`config.mk`:
```
export PLATFORM = sky130hd
export DESIGN_NAME = pipe_decode_ctrl_flat
export DESIGN_NICKNAME = d
export VERILOG_FILES = /design/src/rtl/pipe_decode_ctrl_if.sv /design/src/rtl/pipe_decode_ctrl.sv /design/src/flat_wrapper.sv
export SDC_FILE = /design/constraint.sdc
export NUM_CORES = 1
export LEC_CHECK = 0
export ABC_AREA = 0
export BUFFER_PORTS_ARGS = -buffer_cell sky130_fd_sc_hd__buf_2
export CAP_MARGIN = 20
export CORE_MARGIN = 2
export CORE_UTILIZATION = 50
export DETAILED_ROUTE_END_ITERATION = 8
export PLACE_DENSITY = 0.86
export SLEW_MARGIN = 20
export SYNTH_ARGS = -nofsm -noshare
export SYNTH_HDL_FRONTEND = slang
export SYNTH_SLANG_ARGS = --single-unit
```
`constraint.sdc`:
```
create_clock -name clk -period 3.71 [get_ports clk]
set_input_delay 0.5565 -clock clk [delete_from_list [all_inputs] [get_ports clk]]
set_output_delay 0.5565 -clock clk [all_outputs]
set_load 0.005 [all_outputs]
```
`src/rtl/pipe_decode_ctrl_if.sv`:
```
// rtl/pipe_decode_ctrl_if.sv - fetch-in / decoded-bundle-out handshake bundle for pipe_decode_ctrl
//
// Signals:
//   in_valid, in_inst, in_ready       fetch stage offers an instruction word
//   out_valid, out_ready              decoded bundle handed to execute
//   out_opcode .. out_illegal         decoded bundle fields
// Modports:
//   master  the surrounding pipeline (drives in_valid/in_inst/out_ready)
//   slave   the decoder
interface pipe_decode_ctrl_if #(
    parameter int REG_AW = 4,
    parameter int IMM_W  = 16
);
    logic              in_valid;
    logic [31:0]       in_inst;
    logic              in_ready;

    logic              out_valid;
    logic              out_ready;
    logic [7:0]        out_opcode;
    logic [REG_AW-1:0] out_rd;
    logic [REG_AW-1:0] out_rs1;
    logic [REG_AW-1:0] out_rs2;
    logic [IMM_W-1:0]  out_imm;
    logic [4:0]        out_aluS;
    logic [1:0]        out_immSel;
    logic [1:0]        out_memOutSel;
    logic              out_regFileEn;
    logic              out_isLoad;
    logic              out_isStore;
    logic              out_isBranch;
    logic              out_isJal;
    logic              out_illegal;

    modport master (
        output in_valid, in_inst, out_ready,
        input  in_ready, out_valid,
        input  out_opcode, out_rd, out_rs1, out_rs2, out_imm, out_aluS,
        input  out_immSel, out_memOutSel, out_regFileEn, out_isLoad,
        input  out_isStore, out_isBranch, out_isJal, out_illegal
    );

    modport slave (
        input  in_valid, in_inst, out_ready,
        output in_ready, out_valid,
        output out_opcode, out_rd, out_rs1, out_rs2, out_imm, out_aluS,
        output out_immSel, out_memOutSel, out_regFileEn, out_isLoad,
        output out_isStore, out_isBranch, out_isJal, out_illegal
    );
endinterface

```
`src/rtl/pipe_decode_ctrl.sv`:
```
// rtl/pipe_decode_ctrl.sv - single-entry decode stage with register scoreboard and hazard stall
//
// Ports:
//   clk, reset_n     clock; asynchronous active-low reset
//   bus (slave)      fetch handshake in (in_valid/in_inst/in_ready) and decoded
//                    bundle out (out_valid/out_ready plus out_* fields)
//   flush            taken branch/JAL in execute: drop the held bundle
//   wb_en, wb_rd     writeback completed for register wb_rd
//   stall_cnt        saturating count of cycles an offered instruction hit a hazard
module pipe_decode_ctrl #(
    parameter int REG_AW = 4,
    parameter int IMM_W  = 16,
    parameter int CNT_W  = 16
) (
    input  logic              clk,
    input  logic              reset_n,
    pipe_decode_ctrl_if.slave bus,
    input  logic              flush,
    input  logic              wb_en,
    input  logic [REG_AW-1:0] wb_rd,
    output logic [CNT_W-1:0]  stall_cnt
);

    localparam int NREG = 2 ** REG_AW;

    localparam logic [3:0] CLS_ALU_R  = 4'b0000;
    localparam logic [3:0] CLS_ALU_I  = 4'b1000;
    localparam logic [3:0] CLS_LW     = 4'b1001;
    localparam logic [3:0] CLS_SW     = 4'b0101;
    localparam logic [3:0] CLS_CMP_R  = 4'b0010;
    localparam logic [3:0] CLS_CMP_I  = 4'b1010;
    localparam logic [3:0] CLS_BRANCH = 4'b0110;
    localparam logic [3:0] CLS_JAL    = 4'b1011;

    // ALU_I function that loads the immediate high half; it has no register source.
    localparam logic [3:0] FN_MVHI = 4'b1011;

    localparam logic [CNT_W-1:0] CNT_MAX = '1;

    typedef enum logic {
        S_EMPTY = 1'b0,
        S_FULL  = 1'b1
    } state_t;

    typedef struct packed {
        logic [7:0]        opcode;
        logic [REG_AW-1:0] rd;
        logic [REG_AW-1:0] rs1;
        logic [REG_AW-1:0] rs2;
        logic [IMM_W-1:0]  imm;
        logic [4:0]        alu_s;
        logic [1:0]        imm_sel;
        logic [1:0]        mem_out_sel;
        logic              reg_file_en;
        logic              is_load;
        logic              is_store;
        logic              is_branch;
        logic              is_jal;
        logic              illegal;
    } bundle_t;

    state_t            state_q, state_d;
    bundle_t           bun_q, bun_d, dec;
    logic [NREG-1:0]   sb_q, sb_d;
    logic [CNT_W-1:0]  cnt_q, cnt_d;

    logic [3:0]        cls;
    logic [3:0]        funct;
    logic [REG_AW-1:0] fld_hi;
    logic [REG_AW-1:0] fld_mid;
    logic [REG_AW-1:0] fld_lo;
    logic [IMM_W-1:0]  fld_imm;

    logic              use_rs1;
    logic              use_rs2;
    logic              busy_rs1;
    logic              busy_rs2;
    logic              hazard;
    logic              full;
    logic              in_ready;
    logic              xfer_in;
    logic              xfer_out;

    // ------------------------------------------------------------------
    // Field extraction
    // ------------------------------------------------------------------
    assign cls     = bus.in_inst[3:0];
    assign funct   = bus.in_inst[7:4];
    assign fld_hi  = REG_AW'(bus.in_inst[31:28]);
    assign fld_mid = REG_AW'(bus.in_inst[27:24]);
    assign fld_lo  = REG_AW'(bus.in_inst[23:20]);
    assign fld_imm = bus.in_inst[8+IMM_W-1:8];

    // ------------------------------------------------------------------
    // Decode: every field starts at zero so a class only carries what it uses.
    // ------------------------------------------------------------------
    always_comb begin
        dec        = '0;
        use_rs1    = 1'b0;
        use_rs2    = 1'b0;
        dec.opcode = bus.in_inst[7:0];
        case (cls)
            CLS_ALU_R: begin
                dec.rd          = fld_hi;
                dec.rs1         = fld_mid;
                dec.rs2         = fld_lo;
                dec.alu_s       = {1'b0, funct};
                dec.reg_file_en = 1'b1;
                use_rs1         = 1'b1;
                use_rs2         = 1'b1;
            end
            CLS_CMP_R: begin
                dec.rd          = fld_hi;
                dec.rs1         = fld_mid;
                dec.rs2         = fld_lo;
                dec.alu_s       = {1'b1, funct};
                dec.reg_file_en = 1'b1;
                use_rs1         = 1'b1;
                use_rs2         = 1'b1;
            end
            CLS_ALU_I: begin
                dec.rd          = fld_hi;
                dec.imm         = fld_imm;
                dec.alu_s       = {1'b0, funct};
                dec.imm_sel     = 2'b01;
                dec.reg_file_en = 1'b1;
                if (funct != FN_MVHI) begin
                    dec.rs1 = fld_mid;
                    use_rs1 = 1'b1;
                end
            end
            CLS_CMP_I: begin
                dec.rd          = fld_hi;
                dec.rs1         = fld_mid;
                dec.imm         = fld_imm;
                dec.alu_s       = {1'b1, funct};
                dec.imm_sel     = 2'b01;
                dec.reg_file_en = 1'b1;
                use_rs1         = 1'b1;
            end
            CLS_LW: begin
                dec.rd          = fld_hi;
                dec.rs1         = fld_mid;
                dec.imm         = fld_imm;
                dec.imm_sel     = 2'b01;
                dec.mem_out_sel = 2'b01;
                dec.reg_file_en = 1'b1;
                dec.is_load     = 1'b1;
                use_rs1         = 1'b1;
            end
            CLS_SW: begin
                dec.rs1      = fld_hi;
                dec.rs2      = fld_mid;
                dec.imm      = fld_imm;
                dec.imm_sel  = 2'b01;
                dec.is_store = 1'b1;
                use_rs1      = 1'b1;
                use_rs2      = 1'b1;
            end
            CLS_BRANCH: begin
                dec.rs1       = fld_hi;
                dec.rs2       = fld_mid;
                dec.imm       = fld_imm;
                dec.alu_s     = {1'b1, funct};
                dec.is_branch = 1'b1;
                use_rs1       = 1'b1;
                use_rs2       = 1'b1;
            end
            CLS_JAL: begin
                dec.rd          = fld_hi;
                dec.rs1         = fld_mid;
                dec.imm         = fld_imm;
                dec.imm_sel     = 2'b10;
                dec.mem_out_sel = 2'b10;
                dec.reg_file_en = 1'b1;
                dec.is_jal      = 1'b1;
                use_rs1         = 1'b1;
            end
            default: begin
                dec.illegal = 1'b1;
            end
        endcase
    end

    // ------------------------------------------------------------------
    // Hazard detection. A source is busy when its writer is already in
    // execute (scoreboard) or is the bundle sitting in our output register.
    // The registered scoreboard is used as-is: a writeback this cycle only
    // frees the register from the next cycle on.
    // ------------------------------------------------------------------
    assign full     = (state_q == S_FULL);
    assign busy_rs1 = sb_q[dec.rs1] || (full && bun_q.reg_file_en && (bun_q.rd == dec.rs1));
    assign busy_rs2 = sb_q[dec.rs2] || (full && bun_q.reg_file_en && (bun_q.rd == dec.rs2));
    assign hazard   = bus.in_valid && ((use_rs1 && busy_rs1) || (use_rs2 && busy_rs2));

    assign in_ready = (!full || bus.out_ready) && !hazard && !flush;
    assign xfer_in  = bus.in_valid && in_ready;
    // flush kills the held bundle even if execute was ready to take it.
    assign xfer_out = full && bus.out_ready && !flush;

    // ------------------------------------------------------------------
    // Output stage FSM
    // ------------------------------------------------------------------
    always_ff @(posedge clk or negedge reset_n) begin
        if (!reset_n) begin
            state_q <= S_EMPTY;
        end else begin
            state_q <= state_d;
        end
    end

    always_comb begin
        state_d = state_q;
        bun_d   = bun_q;
        case (state_q)
            S_EMPTY: begin
                if (xfer_in) begin
                    state_d = S_FULL;
                    bun_d   = dec;
                end
            end
            S_FULL: begin
                if (flush) begin
                    state_d = S_EMPTY;
                    bun_d   = '0;
                end else if (xfer_in) begin
                    // Back-to-back: the old bundle leaves as the new one lands.
                    bun_d = dec;
                end else if (xfer_out) begin
                    state_d = S_EMPTY;
                    bun_d   = '0;
                end
            end
            default: begin
                state_d = S_EMPTY;
                bun_d   = '0;
            end
        endcase
    end

    // ------------------------------------------------------------------
    // Scoreboard: clear on writeback first so a same-index set wins.
    // ------------------------------------------------------------------
    always_comb begin
        sb_d = sb_q;
        if (wb_en) begin
            sb_d[wb_rd] = 1'b0;
        end
        if (xfer_out && bun_q.reg_file_en) begin
            sb_d[bun_q.rd] = 1'b1;
        end
    end

    always_comb begin
        cnt_d = cnt_q;
        if (hazard && (cnt_q != CNT_MAX)) begin
            cnt_d = cnt_q + CNT_W'(1);
        end
    end

    always_ff @(posedge clk or negedge reset_n) begin
        if (!reset_n) begin
            bun_q <= '0;
            sb_q  <= '0;
            cnt_q <= '0;
        end else begin
            bun_q <= bun_d;
            sb_q  <= sb_d;
            cnt_q <= cnt_d;
        end
    end

    // ------------------------------------------------------------------
    // Outputs
    // ------------------------------------------------------------------
    assign bus.in_ready      = in_ready;
    assign bus.out_valid     = full;
    assign bus.out_opcode    = bun_q.opcode;
    assign bus.out_rd        = bun_q.rd;
    assign bus.out_rs1       = bun_q.rs1;
    assign bus.out_rs2       = bun_q.rs2;
    assign bus.out_imm       = bun_q.imm;
    assign bus.out_aluS      = bun_q.alu_s;
    assign bus.out_immSel    = bun_q.imm_sel;
    assign bus.out_memOutSel = bun_q.mem_out_sel;
    assign bus.out_regFileEn = bun_q.reg_file_en;
    assign bus.out_isLoad    = bun_q.is_load;
    assign bus.out_isStore   = bun_q.is_store;
    assign bus.out_isBranch  = bun_q.is_branch;
    assign bus.out_isJal     = bun_q.is_jal;
    assign bus.out_illegal   = bun_q.illegal;
    assign stall_cnt         = cnt_q;

endmodule
```
`src/flat_wrapper.sv`:
```
// flat-port wrapper written by rule: the top's interface ports become plain ports
module pipe_decode_ctrl_flat 
#(
    parameter int REG_AW = 4,
    parameter int IMM_W  = 16,
    parameter int CNT_W  = 16
)
  (clk, reset_n, flush, wb_en, wb_rd, stall_cnt, bus_in_valid, bus_in_inst, bus_out_ready, bus_in_ready, bus_out_valid, bus_out_opcode, bus_out_rd, bus_out_rs1, bus_out_rs2, bus_out_imm, bus_out_aluS, bus_out_immSel, bus_out_memOutSel, bus_out_regFileEn, bus_out_isLoad, bus_out_isStore, bus_out_isBranch, bus_out_isJal, bus_out_illegal);
  pipe_decode_ctrl_if #(.REG_AW(REG_AW), .IMM_W(IMM_W)) bus_i ();
  input  logic clk;
  input  logic reset_n;
  input  logic flush;
  input  logic wb_en;
  input  logic [REG_AW-1:0] wb_rd;
  output logic [CNT_W-1:0] stall_cnt;
  input wire logic [$bits(bus_i.in_valid)-1:0] bus_in_valid;
  input wire logic [$bits(bus_i.in_inst)-1:0] bus_in_inst;
  input wire logic [$bits(bus_i.out_ready)-1:0] bus_out_ready;
  output wire logic [$bits(bus_i.in_ready)-1:0] bus_in_ready;
  output wire logic [$bits(bus_i.out_valid)-1:0] bus_out_valid;
  output wire logic [$bits(bus_i.out_opcode)-1:0] bus_out_opcode;
  output wire logic [$bits(bus_i.out_rd)-1:0] bus_out_rd;
  output wire logic [$bits(bus_i.out_rs1)-1:0] bus_out_rs1;
  output wire logic [$bits(bus_i.out_rs2)-1:0] bus_out_rs2;
  output wire logic [$bits(bus_i.out_imm)-1:0] bus_out_imm;
  output wire logic [$bits(bus_i.out_aluS)-1:0] bus_out_aluS;
  output wire logic [$bits(bus_i.out_immSel)-1:0] bus_out_immSel;
  output wire logic [$bits(bus_i.out_memOutSel)-1:0] bus_out_memOutSel;
  output wire logic [$bits(bus_i.out_regFileEn)-1:0] bus_out_regFileEn;
  output wire logic [$bits(bus_i.out_isLoad)-1:0] bus_out_isLoad;
  output wire logic [$bits(bus_i.out_isStore)-1:0] bus_out_isStore;
  output wire logic [$bits(bus_i.out_isBranch)-1:0] bus_out_isBranch;
  output wire logic [$bits(bus_i.out_isJal)-1:0] bus_out_isJal;
  output wire logic [$bits(bus_i.out_illegal)-1:0] bus_out_illegal;
  assign bus_i.in_valid = bus_in_valid;
  assign bus_i.in_inst = bus_in_inst;
  assign bus_i.out_ready = bus_out_ready;
  assign bus_in_ready = bus_i.in_ready;
  assign bus_out_valid = bus_i.out_valid;
  assign bus_out_opcode = bus_i.out_opcode;
  assign bus_out_rd = bus_i.out_rd;
  assign bus_out_rs1 = bus_i.out_rs1;
  assign bus_out_rs2 = bus_i.out_rs2;
  assign bus_out_imm = bus_i.out_imm;
  assign bus_out_aluS = bus_i.out_aluS;
  assign bus_out_immSel = bus_i.out_immSel;
  assign bus_out_memOutSel = bus_i.out_memOutSel;
  assign bus_out_regFileEn = bus_i.out_regFileEn;
  assign bus_out_isLoad = bus_i.out_isLoad;
  assign bus_out_isStore = bus_i.out_isStore;
  assign bus_out_isBranch = bus_i.out_isBranch;
  assign bus_out_isJal = bus_i.out_isJal;
  assign bus_out_illegal = bus_i.out_illegal;
  pipe_decode_ctrl #(.REG_AW(REG_AW), .IMM_W(IMM_W), .CNT_W(CNT_W)) u_core (.clk(clk), .reset_n(reset_n), .bus(bus_i), .flush(flush), .wb_en(wb_en), .wb_rd(wb_rd), .stall_cnt(stall_cnt));
endmodule
```
==> metrics.csv <==
metric,value,unit
outcome,completed,
Post-Synth Simple-Gate Area,22.45,%
GR Util met2,38.62,%
GRT busiest layer,met2,
max_cap viols,0,
"commonest non-fill, non-tap cells in the layout","buf_2, dfrtp_1, nand2_1",
nets@finish,624,
RR Endpoint,u_core.bus.out_imm[0]$_DFFE_PN0P_,
final setup violation count,0,
core area,0.008636,mm^2
Clock Pin Slew Worst Setup and Hold Paths,0.08,ns
CP required,3.15,ns
Post-CTS Resized,0,
root buf cell,clkbuf_8,
Ports,111,
Chip Height,98.07,um
HPWL Detailed,8528,um
ys flop type,dfrtp_1,
Crit. End Element,primary output,
Adder-Cell Fraction of Synth Area,0.2828,%
Max clock buf depth,2,
"Distinct cells, synth",58,
fin worst setup slack,0.2361,ns
I/O Buffers,110,
routing usage on met1,32.32,%
"commonest non-fill, non-tap cell in the layout",buf_2,
"Avg Cell Area, Syn",9.454,um^2
Routability Congestion,0.9960,
Clock Latency Late Sink,0.36,ns
Syn Inst Count,468,
Final Power,2.134,mW
global route total overflow,0,
main combinational cell family by area after synthesis,simple AND/OR/NAND/NOR gates,
R2R setup slack,0.95,ns
fin. max-slew vios,0,
CTS Buf Count,9,
# DRC,0,
placed cells,677,
Post-Synth XOR/XNOR Area,4.157,%
drt via density,5.862,
1st-iter DRT viols,409,
leakage,2.551,nW
global-route wire length before repair,18790,um
area occupied by multi-input gates,0.002153,mm^2
met3 GRT Util,6.228,%
slowest library cell on the worst path,or3b_1,
pre-CTS setup slack,0.06848,ns
Top delay family on crit path,compound AO/OA/AOI/OAI gates,
share of layout cells above drive strength 1,28.67,%
post-synthesis register bit count,83,
Ant. Diodes,0,
P&R area growth vs syn,20.70,%
RSZ-0062 raised after global routing,no,
WS Path Type,primary input to primary output,
Sequential Area,0.002077,mm^2
Post-synth EDFFs,0,
final wirelength,11610,um
GRT Total Usage,24.00,%
Filler cells,741,
Worst R2R Path Depth,11,
"Net Count, Synth",511,
Worst Setup Start Kind,primary input,
Fin Setup TNS,0,ns
Post-Syn Area,0.004424,mm^2
PD cells,399.6,mW/mm^2
die span in x,98.07,um
Worst IR Drop VDD,274.3,uV
first drt pass iteration count,5,
largest net degree at the start of global routing,84,
cells along the critical path,buf_2 -> or3b_1 -> a31oi_2 -> buf_4 -> a21oi_1 -> a22oi_1 -> a21oi_1 -> a311o_1 -> nand4_1 -> and2_1 -> nor3_1 -> buf_2,
Die Area,0.009617,mm^2
initial antenna violation count,0,
Tightest Pin Transition,0.9187,ns
Hold Crit Class,primary input to asynchronous set/reset pin,
delay of the slowest critical-path stage,0.43,ns
H-tree Lvls,3,
Ys Warns,0,
mux cell area share after synthesis,2.574,%
async set-reset flop share out of synthesis,100.0,%
reg2reg start,u_core.bus.out_rd[2]$_DFFE_PN0P_,
clk sink count,83,
final cell count without fillers,694,
fmax,287.9,MHz
post-layout min period,3.474,ns
final cycle utilization of the critical path,93.64,%
drt wl/cell,16.73,um
Final Hold Vio Count,0,
DR vias,4068,
hold_ws,0.2268,ns
CP Max Fanout,19,
Initial Utilization,51.23,%
CP bufs+invs,3,
Crit path arrival time,2.92,ns
Rel. slew slack,38.52,%
final antenna-violating net count,0,
sequential share of the synthesized area,46.95,%
CTS tree,done,
Synth Area in Compound Gates,18.95,%
FP Rows,34,
vias in the first global route,3847,
Final Skew,0.01246,ns
metrics by stage:
stage,util (%),cell area (um^2)
6_report,61.84,5340
3_3_place_gp,59.49,5137
3_5_place_dp,59.49,5137
2_1_floorplan,-,4424
4_1_cts,61.56,5316
5_1_grt,61.84,5340
layout make-up:
class | instances | share of cell area (%)
clock inverters | 5 | 0.7029
flip-flops and latches | 83 | 38.89
inverters | 15 | 1.054
repair buffers | 131 | 13.85
clock buffers | 11 | 2.648
well taps | 108 | 2.530
multi-input cells | 341 | 40.32
metal layers:
layer	routed length (um)	share of wire [%]
met1	4818	41
met2	5658	49
met3	918	7.9
met4	214	1.8
met5	0	0
registers in the layout (all words and copies together) (netlist names):
signal,cells
u_core.bus.out_immSel,2
u_core.stall_cnt,16
u_core.bus.out_aluS,5
u_core.sb_q,16
u_core.bus.out_valid,1
u_core.bus.out_rs2,4
u_core.bus.out_isBranch,1
u_core.bus.out_rs1,4
u_core.bus.out_isLoad,1
u_core.bus.out_imm,16
u_core.bus.out_regFileEn,1
u_core.bus.out_isStore,1
u_core.bus.out_illegal,1
u_core.bus.out_opcode,8
u_core.bus.out_rd,4
u_core.bus.out_memOutSel,2
cell families (layout without fill, tap and decap cells):
| logic type | Yosys count | count (layout) |
|---|---|---|
| xor gates and xnor gates | 21 | 21 |
| adders and majority gates | 1 | 1 |
| and+or+nand+nor | 186 | 186 |
| AOI/OAI and AO/OA | 122 | 122 |
| muxes | 11 | 11 |
| DFF | 83 | 83 |
| buffers and inverters | 44 | 162 |
how the worst max path moves through the flow:
stage | startpoint | end | depth (start not counted)
floorplan | bus_in_inst[1] | u_core.bus.out_illegal$_DFFE_PN0P_ | 12
global placement | bus_in_inst[1] | u_core.bus.out_aluS[4]$_DFFE_PN0P_ | 11
detailed placement | bus_in_inst[1] | u_core.bus.out_imm[0]$_DFFE_PN0P_ | 12
CTS | bus_in_inst[1] | bus_in_ready | 11
global route | bus_in_inst[0] | bus_in_ready | 11
finish | bus_in_inst[2] | bus_in_ready | 12
worst reg2reg max path, stage by stage (launching register included):
cell	delay (ns)
dfrtp_1	0.54
inv_1	0.15
a21oi_1	0.13
a21oi_1	0.08
nand4_1	0.10
a2bb2oi_1	0.16
a311o_1	0.19
nand4_1	0.16
or4b_4	0.66
buf_4	0.28
nand3_1	0.11
o21ai_1	0.08
where the power goes:
part           switching, mW  internal (mW)  total, mW
Sequential            0.0796          0.989       1.07
Clock                  0.335          0.264      0.599
Combinational          0.263          0.203      0.466
cells in the mapped netlist (3+ instances only):
cell type   n  share of area (%)
dfrtp_1    83                 47
nand2_1    56                4.8
nand3_1    55                6.2
o21ai_1    40                4.5
o21ai_0    32                3.6
xnor2_1    18                3.6
nor2_1     16                1.4
clkbuf_1   15                1.3
inv_1      15                1.3
a21oi_1    13                1.5
nand4_1    11                1.6
nand4b_1    9                1.8
mux2i_1     8                1.8
and2_1      6               0.85
nand2b_1    6               0.85
a22oi_1     5               0.85
buf_2       5               0.57
buf_4       5               0.85
and3_1      4               0.57
nor2b_1     4               0.57
or3b_1      4               0.79
a211oi_1    3               0.51
a22o_1      3               0.59
nor3_1      3               0.34
o41ai_2     3                1.1
or2_2       3               0.42
xor2_1      3               0.59
what timing repair did:
action,4_1_cts,5_1_grt
setup endpoints to repair,0,1
buffers inserted,0,1
hold buffers,0,0
No activity file was read; power rests on OpenSTA's default activity.
